**src/rtl/sr_pkg.sv**
```systemverilog
// Shared definitions for the 3x3 window scheduler: state encoding, tap offsets, defaults.
package sr_pkg;

   localparam int unsigned DEF_WIDTH       = 320;
   localparam int unsigned DEF_HEIGHT      = 240;
   localparam int unsigned DEF_PIXEL_WIDTH = 16;
   localparam int unsigned DEF_ADDR_WIDTH  = 17;

   localparam int unsigned COORD_W  = 16;
   localparam int unsigned TAP_W    = 4;
   localparam int unsigned NUM_TAPS = 9;

   typedef enum logic [2:0] {
      ST_IDLE,
      ST_FETCH,
      ST_DRAIN,
      ST_START,
      ST_COMPUTE,
      ST_PUSH,
      ST_DONE
   } state_e;

   typedef logic signed [1:0] tap_off_t;

   // Row-major tap order: tap k sits at (k%3-1, k/3-1) relative to the centre.
   localparam tap_off_t TAP_DX [NUM_TAPS] = '{2'sb11, 2'sb00, 2'sb01,
                                             2'sb11, 2'sb00, 2'sb01,
                                             2'sb11, 2'sb00, 2'sb01};
   localparam tap_off_t TAP_DY [NUM_TAPS] = '{2'sb11, 2'sb11, 2'sb11,
                                             2'sb00, 2'sb00, 2'sb00,
                                             2'sb01, 2'sb01, 2'sb01};

endpackage

```
**src/rtl/sr_tap_addr_gen.sv**
```systemverilog
// Frame-buffer address and in-bounds flag for tap k around centre (x,y).
module sr_tap_addr_gen
   import sr_pkg::*;
#(
   parameter int unsigned WIDTH      = DEF_WIDTH,
   parameter int unsigned HEIGHT     = DEF_HEIGHT,
   parameter int unsigned ADDR_WIDTH = DEF_ADDR_WIDTH
) (
   input  logic [COORD_W-1:0]    x_i,
   input  logic [COORD_W-1:0]    y_i,
   input  logic [TAP_W-1:0]      k_i,
   output logic [ADDR_WIDTH-1:0] addr_c,
   output logic                  in_bounds_c
);

   localparam int unsigned SW = COORD_W + 2;
   localparam logic signed [SW-1:0] ZERO  = '0;
   localparam logic signed [SW-1:0] X_MAX = SW'(WIDTH - 1);
   localparam logic signed [SW-1:0] Y_MAX = SW'(HEIGHT - 1);

   logic signed [SW-1:0] tx;
   logic signed [SW-1:0] ty;
   logic [SW-1:0]        row;
   logic [SW-1:0]        col;
   logic [31:0]          lin;

   // Signed neighbour coordinates; out-of-frame taps fall back to the centre address.
   always_comb begin
      tx          = $signed({2'b00, x_i}) + SW'(TAP_DX[k_i]);
      ty          = $signed({2'b00, y_i}) + SW'(TAP_DY[k_i]);
      in_bounds_c = (tx >= ZERO) && (tx <= X_MAX) && (ty >= ZERO) && (ty <= Y_MAX);
      row         = in_bounds_c ? $unsigned(ty) : {2'b00, y_i};
      col         = in_bounds_c ? $unsigned(tx) : {2'b00, x_i};
      lin         = 32'(row) * 32'(WIDTH) + 32'(col);
      addr_c      = ADDR_WIDTH'(lin);
   end

endmodule

```
**src/rtl/sr_window_scheduler.sv**
```systemverilog
// Walks a resident frame pixel by pixel, gathers each 3x3 window from the frame buffer,
// hands it to the compute engine and pushes the engine result into the output FIFO.
module sr_window_scheduler
   import sr_pkg::*;
#(
   parameter int unsigned WIDTH       = DEF_WIDTH,
   parameter int unsigned HEIGHT      = DEF_HEIGHT,
   parameter int unsigned PIXEL_WIDTH = DEF_PIXEL_WIDTH,
   parameter int unsigned ADDR_WIDTH  = DEF_ADDR_WIDTH
) (
   input  logic                        clk,
   input  logic                        rst_n,
   input  logic                        frame_ready,
   output logic [ADDR_WIDTH-1:0]       bram_addr,
   input  logic [PIXEL_WIDTH-1:0]      bram_dout,
   output logic [9*PIXEL_WIDTH-1:0]    neighborhood,
   output logic [COORD_W-1:0]          x_out,
   output logic [COORD_W-1:0]          y_out,
   output logic                        start_process,
   input  logic                        pixel_done,
   input  logic [PIXEL_WIDTH-1:0]      processed_pixel,
   output logic                        fifo_write,
   output logic [PIXEL_WIDTH-1:0]      fifo_data,
   input  logic                        fifo_full,
   output logic                        busy,
   output logic                        frame_done
);

   state_e                  state_q, state_d;
   logic [COORD_W-1:0]      x_q, x_d;
   logic [COORD_W-1:0]      y_q, y_d;
   logic [TAP_W-1:0]        k_q, k_d;
   logic [ADDR_WIDTH-1:0]   addr_q, addr_d;
   logic                    inb_q, inb_d;
   logic                    cap_vld_q;
   logic [TAP_W-1:0]        cap_k_q;
   logic                    cap_inb_q;
   logic [NUM_TAPS-1:0][PIXEL_WIDTH-1:0] win_q;
   logic [PIXEL_WIDTH-1:0]  data_q, data_d;
   logic                    start_q;
   logic                    wr_q;
   logic                    busy_q;
   logic                    done_q;

   logic [ADDR_WIDTH-1:0]   gen_addr;
   logic                    gen_inb;
   logic                    last_col;
   logic                    last_pix;

   // Address of the tap that will be presented next cycle.
   sr_tap_addr_gen #(
      .WIDTH      (WIDTH),
      .HEIGHT     (HEIGHT),
      .ADDR_WIDTH (ADDR_WIDTH)
   ) u_addr_gen (
      .x_i         (x_d),
      .y_i         (y_d),
      .k_i         (k_d),
      .addr_c      (gen_addr),
      .in_bounds_c (gen_inb)
   );

   assign last_col = (x_q == COORD_W'(WIDTH - 1));
   assign last_pix = last_col && (y_q == COORD_W'(HEIGHT - 1));

   // Next-state, coordinate and tap-counter logic.
   always_comb begin
      state_d = state_q;
      x_d     = x_q;
      y_d     = y_q;
      k_d     = k_q;
      data_d  = data_q;
      unique case (state_q)
         ST_IDLE: begin
            if (frame_ready) begin
               state_d = ST_FETCH;
               x_d     = '0;
               y_d     = '0;
               k_d     = '0;
            end
         end
         ST_FETCH: begin
            if (k_q == TAP_W'(NUM_TAPS - 1)) begin
               state_d = ST_DRAIN;
            end else begin
               k_d = k_q + TAP_W'(1);
            end
         end
         ST_DRAIN:   state_d = ST_START;
         ST_START:   state_d = ST_COMPUTE;
         ST_COMPUTE: begin
            if (pixel_done) begin
               data_d  = processed_pixel;
               state_d = ST_PUSH;
            end
         end
         ST_PUSH: begin
            if (!fifo_full) begin
               if (last_pix) begin
                  state_d = ST_DONE;
               end else begin
                  state_d = ST_FETCH;
                  k_d     = '0;
                  if (last_col) begin
                     x_d = '0;
                     y_d = y_q + COORD_W'(1);
                  end else begin
                     x_d = x_q + COORD_W'(1);
                  end
               end
            end
         end
         ST_DONE:    state_d = ST_IDLE;
         default:    state_d = ST_IDLE;
      endcase
      addr_d = (state_d == ST_FETCH) ? gen_addr : addr_q;
      inb_d  = (state_d == ST_FETCH) ? gen_inb  : inb_q;
   end

   // State, window capture and registered outputs.
   always_ff @(posedge clk or negedge rst_n) begin
      if (!rst_n) begin
         state_q   <= ST_IDLE;
         x_q       <= '0;
         y_q       <= '0;
         k_q       <= '0;
         addr_q    <= '0;
         inb_q     <= 1'b0;
         cap_vld_q <= 1'b0;
         cap_k_q   <= '0;
         cap_inb_q <= 1'b0;
         win_q     <= '0;
         data_q    <= '0;
         start_q   <= 1'b0;
         wr_q      <= 1'b0;
         busy_q    <= 1'b0;
         done_q    <= 1'b0;
      end else begin
         state_q   <= state_d;
         x_q       <= x_d;
         y_q       <= y_d;
         k_q       <= k_d;
         addr_q    <= addr_d;
         inb_q     <= inb_d;
         // Read data for the tap issued last cycle arrives now.
         cap_vld_q <= (state_q == ST_FETCH);
         cap_k_q   <= k_q;
         cap_inb_q <= inb_q;
         if (cap_vld_q) begin
            win_q[cap_k_q] <= cap_inb_q ? bram_dout : '0;
         end
         data_q    <= data_d;
         start_q   <= (state_d == ST_START);
         wr_q      <= (state_q == ST_PUSH) && !fifo_full;
         busy_q    <= (state_d != ST_IDLE);
         done_q    <= (state_q == ST_DONE);
      end
   end

   assign bram_addr     = addr_q;
   assign neighborhood  = win_q;
   assign x_out         = x_q;
   assign y_out         = y_q;
   assign start_process = start_q;
   assign fifo_write    = wr_q;
   assign fifo_data     = data_q;
   assign busy          = busy_q;
   assign frame_done    = done_q;

endmodule
```
**config.mk**
```make
export PLATFORM = sky130hd
export DESIGN_NAME = sr_window_scheduler
export DESIGN_NICKNAME = d
export VERILOG_FILES = /design/src/rtl/sr_pkg.sv /design/src/rtl/sr_tap_addr_gen.sv /design/src/rtl/sr_window_scheduler.sv
export SDC_FILE = /design/constraint.sdc
export NUM_CORES = 1
export LEC_CHECK = 0
export BUFFER_PORTS_ARGS = -buffer_cell sky130_fd_sc_hd__buf_4
export CAP_MARGIN = 10
export CORE_MARGIN = 2
export CORE_UTILIZATION = 60
export CTS_CLUSTER_SIZE = 28
export DETAILED_ROUTE_END_ITERATION = 10
export PLACE_DENSITY_LB_ADDON = 0.25
export SETUP_SLACK_MARGIN = 0.1
export SLEW_MARGIN = 25
export SYNTH_ARGS = -nofsm -noshare
export SYNTH_HDL_FRONTEND = slang
export SYNTH_SLANG_ARGS = --single-unit
```
**constraint.sdc**
```tcl
create_clock -name clk -period 22.3 [get_ports clk]
set_input_delay 5.575 -clock clk [delete_from_list [all_inputs] [get_ports clk]]
set_output_delay 5.575 -clock clk [all_outputs]
set_load 0.02 [all_outputs]
```
Word level (Yosys, flattened, before mapping) --
Memories as Yosys holds them, arrays and structs flattened. Cells that the tools add are included.
Operators by class: order comparisons 7, reductions and logical operators 10, $add $sub $neg 6, $mul 1, bitwise logic cells 1, muxes and demuxes 31, div/mod/pow operators 0, eq/ne operators 11, shift-type cells 0
Operators with widths (count):
- $mux 16 | 10
- $bwmux 144 | 1
- $demux 16 s4 | 1
- $pmux 16 s2 | 2
- $add 17x2->18 | 2
- $ge 18x1->1 const B | 2
- $add 16x1->16 const B | 2
- $le 18x10->1 const B | 1
- $le 18x9->1 const B | 1
- $mul 18x3->11 const B | 1
- $mux 18 | 1
- $pmux 3 s6 | 1
- $add 17x17->17 | 1
- $mux 17 | 1
- $eq 16x8->1 const B | 1
- $eq 16x9->1 const B | 1
- $mux 4 | 4
- $mux 3 | 5
- $pmux 4 s3 | 1
- $eq 3x2->1 const B | 3
- $eq 3x3->1 const B | 3
- $mux 2 | 4
- $eq 3x1->1 const B | 2
- $logic_and 1x1->1 | 6
- other kinds (10) | 10
Storage, ports and cells: logic and storage cells 92, output and inout port bits 213, bits in latches 0, bits in registers 227, RAM bits 0, input bits 37, memories 2, bits in read-only memories 64
Memory list:
- (no name shown) | words 16, bits a word 2, read ports 1, clocked after memory_dff 0, wr ports 0, RTL line sr_tap_addr_gen.sv:30 | ty = $signed({2'b00, y_i}) + SW'(TAP_DY[k_i]);
- (no name shown) | words 16, bits a word 2, read ports 1, clocked after memory_dff 0, wr ports 0, RTL line sr_tap_addr_gen.sv:29 | tx = $signed({2'b00, x_i}) + SW'(TAP_DX[k_i]);

Logic depth before layout (Yosys ltp) --
depth in word-level cells 17, depth in mapped cells 41, depth with buffers taken out 39

By module --
A second synthesis with hierarchy kept.
Unflattened totals: cell total of the unflattened synthesis 1246, area, all modules 12189.2 sq um
By module, submodules not included:
- sr_window_scheduler | sequential area each 5680.4 sq um, cells each 851, area an instance 9107.5 sq um, times used 1
- sr_tap_addr_gen | sequential area each 0.0 sq um, cells each 395, area an instance 3081.7 sq um, times used 1

Worst setup path after synthesis --
No wires, ideal clock.
path type input port to flip-flop, start in fifo_full, end reg addr_q[16], in the netlist bram_addr[16], data required time 22.235 ns, cell stages on the path 32, library setup time 0.065 ns, slack 8.969 ns, path buffers 1, data arrival time 13.266 ns, cell sequence buf_6 o32a_2 a22oi_1 o41ai_2 ha_1 inv_1 or2b_4 a21oi_4 inv_1 fa_1 nor2b_4 o31ai_4 o2bb2ai_2 mux2i_1 or4_1 nor4b_2 o2111ai_2 nor2_4 mux2_2 ha_1 ha_1 fa_1 a21o_1 a21oi_1 xnor2_1 ha_1 or4_1 a41oi_1 xnor2_1 or4b_1 o211a_1 nand2_1
On the way: cells in the longest elaborated chain, start to end 14, elaborated cells on any way between the ends 29, classes of those cells add/sub (3); mul (1); order compare (4); eq/ne (1); mux (14); bitwise (1); reduce/logical (3); memory (2)
RTL lines:
- start: declaration | RTL line sr_window_scheduler.sv:24 | input logic fifo_full,
- $mux 4 | RTL line sr_window_scheduler.sv:98 | if (!fifo_full) begin
- $pmux 4 s3 | RTL line sr_window_scheduler.sv:73 | unique case (state_q)
- $not 4->5 (implied by the code) | RTL line sr_tap_addr_gen.sv:29, sr_tap_addr_gen.sv:30
- $mem_v2 16x2
- $mux 2 (implied by the code) (2 in a row) | RTL line sr_tap_addr_gen.sv:29
- $add 17x2->18 | RTL line sr_tap_addr_gen.sv:29
- $ge 18x1->1 / $le 18x10->1 (equally long branches) | RTL line sr_tap_addr_gen.sv:31 | in_bounds_c = (tx >= ZERO) && (tx <= X_MAX) && (ty >= ZERO) && (ty <= Y_MAX);
- $logic_and 1x1->1 (3 in a row) | RTL line sr_tap_addr_gen.sv:31
- $mux 18 | RTL line sr_tap_addr_gen.sv:32 | row = in_bounds_c ? $unsigned(ty) : {2'b00, y_i};
- $mul 18x3->11 | RTL line sr_tap_addr_gen.sv:34 | lin = 32'(row) * 32'(WIDTH) + 32'(col);
- $add 17x17->17 | RTL line sr_tap_addr_gen.sv:34
- end signal: assignment | RTL line sr_window_scheduler.sv:143 | addr_q <= addr_d;
- end: declaration | RTL line sr_window_scheduler.sv:33 | logic [ADDR_WIDTH-1:0] addr_q, addr_d;
Parallel ways exist; a longest one is shown, timed or not. The select of a mux whose other input is x is not followed. A chain may end at the register's enable or synchronous reset.

Final worst setup path --
start in fifo_full, end reg addr_q[16], in the netlist bram_addr[16]
On the way: cells in the longest elaborated chain, start to end 14, elaborated cells on any way between the ends 29, classes of those cells add/sub (3); mul (1); order compare (4); eq/ne (1); mux (14); bitwise (1); reduce/logical (3); memory (2)
RTL lines:
- $mux 4 * | RTL line sr_window_scheduler.sv:98
- $pmux 4 s3 * | RTL line sr_window_scheduler.sv:73
- named net k_d[0] | RTL line sr_window_scheduler.sv:32 | logic [TAP_W-1:0] k_q, k_d;
- $not 4->5 (implied by the code) * | RTL line sr_tap_addr_gen.sv:29, sr_tap_addr_gen.sv:30
- $mem_v2 16x2
- $mux 2 (implied by the code) (2 in a row) | RTL line sr_tap_addr_gen.sv:29
- $add 17x2->18 | RTL line sr_tap_addr_gen.sv:29
- $ge 18x1->1 / $le 18x10->1 (equally long branches) | RTL line sr_tap_addr_gen.sv:31
- $logic_and 1x1->1 (3 in a row) | RTL line sr_tap_addr_gen.sv:31
- $mux 18 | RTL line sr_tap_addr_gen.sv:32
- $mul 18x3->11 | RTL line sr_tap_addr_gen.sv:34
- $add 17x17->17 * | RTL line sr_tap_addr_gen.sv:34
Mark *: on every way through the listed nets, which the timed path passes. The rest lies on a longest branch. The select of a mux whose other input is x is not followed.

==> flow_metrics.env <==
export IMPL_ys_warn_count=0
export IMPL_synthMuxAreaShare_pct=3.07
export IMPL_avgSynthCellArea_um2=9.35
export IMPL_post_cts_buffers=0
export IMPL_overflow=0
export IMPL_finalCriticalPeriod_ns=14.08
export IMPL_synth_area_mm2=0.0123
export IMPL_min_to="cap_inb_q"
export IMPL_cap_violations=0
export IMPL_area_growth_pct=23.2
export IMPL_track_usage_pct=32.8
export IMPL_clk_path_buf_depth=3
export IMPL_top_usage_layer="met2"
export IMPL_outcome="complete, no violations"
export IMPL_cellPowerDensity_mw_per_mm2=150
export IMPL_yosysSeqAreaShare_pct=46.3
export IMPL_grt_max_degree=86
export IMPL_setup_viol=0
export IMPL_wl_per_cell_um=19.7
export IMPL_crit_family="compound AO/OA/AOI/OAI gates"
export IMPL_slew_headroom_pct=37.6
export IMPL_hp_class="reg2reg"
export IMPL_yosys_area_share_simple_pct=19.4
export IMPL_vias_per_cell=6.07
export IMPL_cp_required_ns=22.76
export IMPL_grt_pass1_vias=10800
export IMPL_r2r_start="state_q[1]"
export IMPL_fp_row_count=52
export IMPL_vias=11100
export IMPL_rsz0062_at_grt="false"
export IMPL_final_max_slew_viol_count=0
export IMPL_cp_num_buf_inv=2
export IMPL_yosys_register_bits=227
export IMPL_worstReg2RegEnd="bram_addr[16]"
export IMPL_postRouteAntennaNets=0
export IMPL_end_kind="flop"
export IMPL_clockRootBuffer="clkbuf_16"
export IMPL_cts_tree="done"
export IMPL_setup_ws_ns=8.22
export IMPL_first_pass_iters=5
export IMPL_fin_tns_setup_ns=0
export IMPL_drc=0
export IMPL_die_area_mm2=0.0216
export IMPL_cts_sinks=227
export IMPL_dp_hpwl_um=26100
export IMPL_pre_cts_ws_ns=7.80
export IMPL_r2r_slack_ns=12.47
export IMPL_path_common_cell="ha_1"
export IMPL_utilization_pct=75.0
export IMPL_fin_skew_ns=0.0211
export IMPL_n_fill_cell=1463
export IMPL_coreArea_mm2=0.0202
export IMPL_fin_nets=1642
export IMPL_synth_top_family_by_area="simple AND/OR/NAND/NOR gates"
export IMPL_min_delay_start="inb_q"
export IMPL_min_period_over_period_pct=63.1
export IMPL_cts_clk_slew_worst_paths_ns=0.06
export IMPL_die_height_um=147
export IMPL_drtIter0Drc=878
export IMPL_max_freq_mhz=71.0
export IMPL_startpoint_type="input pin"
export IMPL_synthesis_instances=1312
export IMPL_clk_latency_ns=0.52
export IMPL_grt_pass1_wl_um=56700
export IMPL_worstHoldPathCells=0
export IMPL_synthArstFlopShare_pct=100
export IMPL_use_met1_pct=40.6
export IMPL_synthesis_nets=1417
export IMPL_postCtsHoldBufs=0
export IMPL_leakage_uw=0.00733
export IMPL_arrival_ns=14.53
export IMPL_cts_buffers_inserted=24
export IMPL_diodes=0
export IMPL_critPathMaxStageDelay_ns=0.66
export IMPL_synth_xor_area_share_pct=2.21
export IMPL_numPortBuffers=249
export IMPL_yosysTopAreaCellShare_pct=46.3
export IMPL_hold_viol_final=0
export IMPL_use_met2_pct=57.5
export IMPL_rr_worst_depth=32
export IMPL_wirelength_um=35900
export IMPL_synth_main_ff_cell="dfrtp_1"
export IMPL_synth_cell_types=96
export IMPL_synth_edf_count=0
export IMPL_antenna_found_initial=0
export IMPL_layout_drive_gt1_share_pct=23.8
export IMPL_htree_num_levels=1
export IMPL_post_cts_resize_count=0
export IMPL_initial_core_util_pct=60.8
export IMPL_synth_compound_area_share_pct=18.6
export IMPL_setup_worst_path_start="fifo_full"
export IMPL_worst_slew_pin_slew_ns=0.934
export IMPL_cpMaxStageDelayCell="o21a_1"
export IMPL_synth_fa_ha_area_share_pct=7.18
export IMPL_gp_congestion=0.962
export IMPL_vdd_drop_max_mv=0.0676
export IMPL_path_class="in2reg"
export IMPL_ios=250
export IMPL_dieWidth_um=147
export IMPL_yosysTopAreaCell="dfrtp_1"
export IMPL_cp_max_fo=19
export IMPL_synthTopCellsByArea="dfrtp_1, o21ai_0, nand2_1"
export IMPL_grt_util_met3_pct=4.84
[per-layer routing]
metal	share of wire [%]	wire [um]
met5	0	0
met2	50	17900
met3	7.6	2730
met4	4.6	1640
met1	38	13600
[logic make-up (layout without fill, tap and decap cells)]
| logic type | count (synthesis) | in the layout |
|---|---|---|
| compound gates | 377 | 377 |
| xor+xnor | 31 | 31 |
| fa+ha+maj | 68 | 68 |
| buf+inv | 95 | 335 |
| flops | 227 | 227 |
| mux | 34 | 34 |
| simple gates | 480 | 480 |
[stage by stage]
stage	hold slack, ns	std cells	total power (uW)	cell area, um2
finish	0.380	1822	2260	15100
global route	0.404	1822	2410	15100
CTS	0.383	1817	2250	15000
detailed placement	0.370	1776	1850	14300
global placement	0.365	1776	1810	14300
floorplan	0.354	1312	1450	12300
[registers in the layout, summed over array words and instances, names as in the netlist, 3 cells and up]
| name | flops |
|---|---|
| state_q | 3 |
| k_q | 4 |
| neighborhood | 144 |
| x_out | 16 |
| fifo_data | 16 |
| bram_addr | 17 |
| y_out | 16 |
| cap_k_q | 4 |
[synth_stat cells (7+ instances only)]
master,number
a21o_1,10
a21oi_1,48
a31oi_1,13
and3_1,9
clkbuf_1,52
dfrtp_1,227
ha_1,64
inv_1,34
mux2_2,21
mux2i_1,11
nand2_1,245
nand2b_1,11
nand3_1,21
nand3b_1,8
nand4_1,7
nor2_1,68
nor2b_1,17
nor3_1,23
nor3b_1,7
nor4_1,9
o211ai_1,9
o21a_1,12
o21ai_0,205
o21ai_1,11
o31ai_1,12
xnor2_1,17
xor2_1,14
[how the worst max path moves through the flow]
stage / endpoint / slack [ns] / cells past startpoint
2_1_floorplan: bram_addr[16] / 8.97 / 32
3_3_place_gp: bram_addr[16] / 8.17 / 32
3_5_place_dp: bram_addr[16] / 7.80 / 31
4_1_cts: bram_addr[16] / 8.33 / 31
5_1_grt: bram_addr[16] / 7.65 / 31
6_report: bram_addr[16] / 8.22 / 31
[where the power goes]
group,total [uW],internal [uW],switching [uW]
Sequential,634,546,88.2
Clock,389,231,158
Combinational,1240,478,764
[final cells by class]
type | count | area, um2 | area share [%]
repair buffers | 259 | 1970 | 13.0
multi-input cells | 990 | 6230 | 41.2
well taps | 270 | 338 | 2.23
flip-flops and latches | 227 | 5680 | 37.6
inverters | 35 | 131 | 0.869
clock inverters | 7 | 60.1 | 0.397
clock buffers | 34 | 709 | 4.69
[cells in the final DEF (no fill, tap or decap), types with 23 or more instances in the layout]
master and instances:
a21oi_1 48, buf_4 253, clkbuf_16 25, dfrtp_1 227, ha_1 64, inv_1 34
nand2_1 245, nor2_1 68, nor3_1 23, o21ai_0 205
No activity file was read; power rests on OpenSTA's default activity.
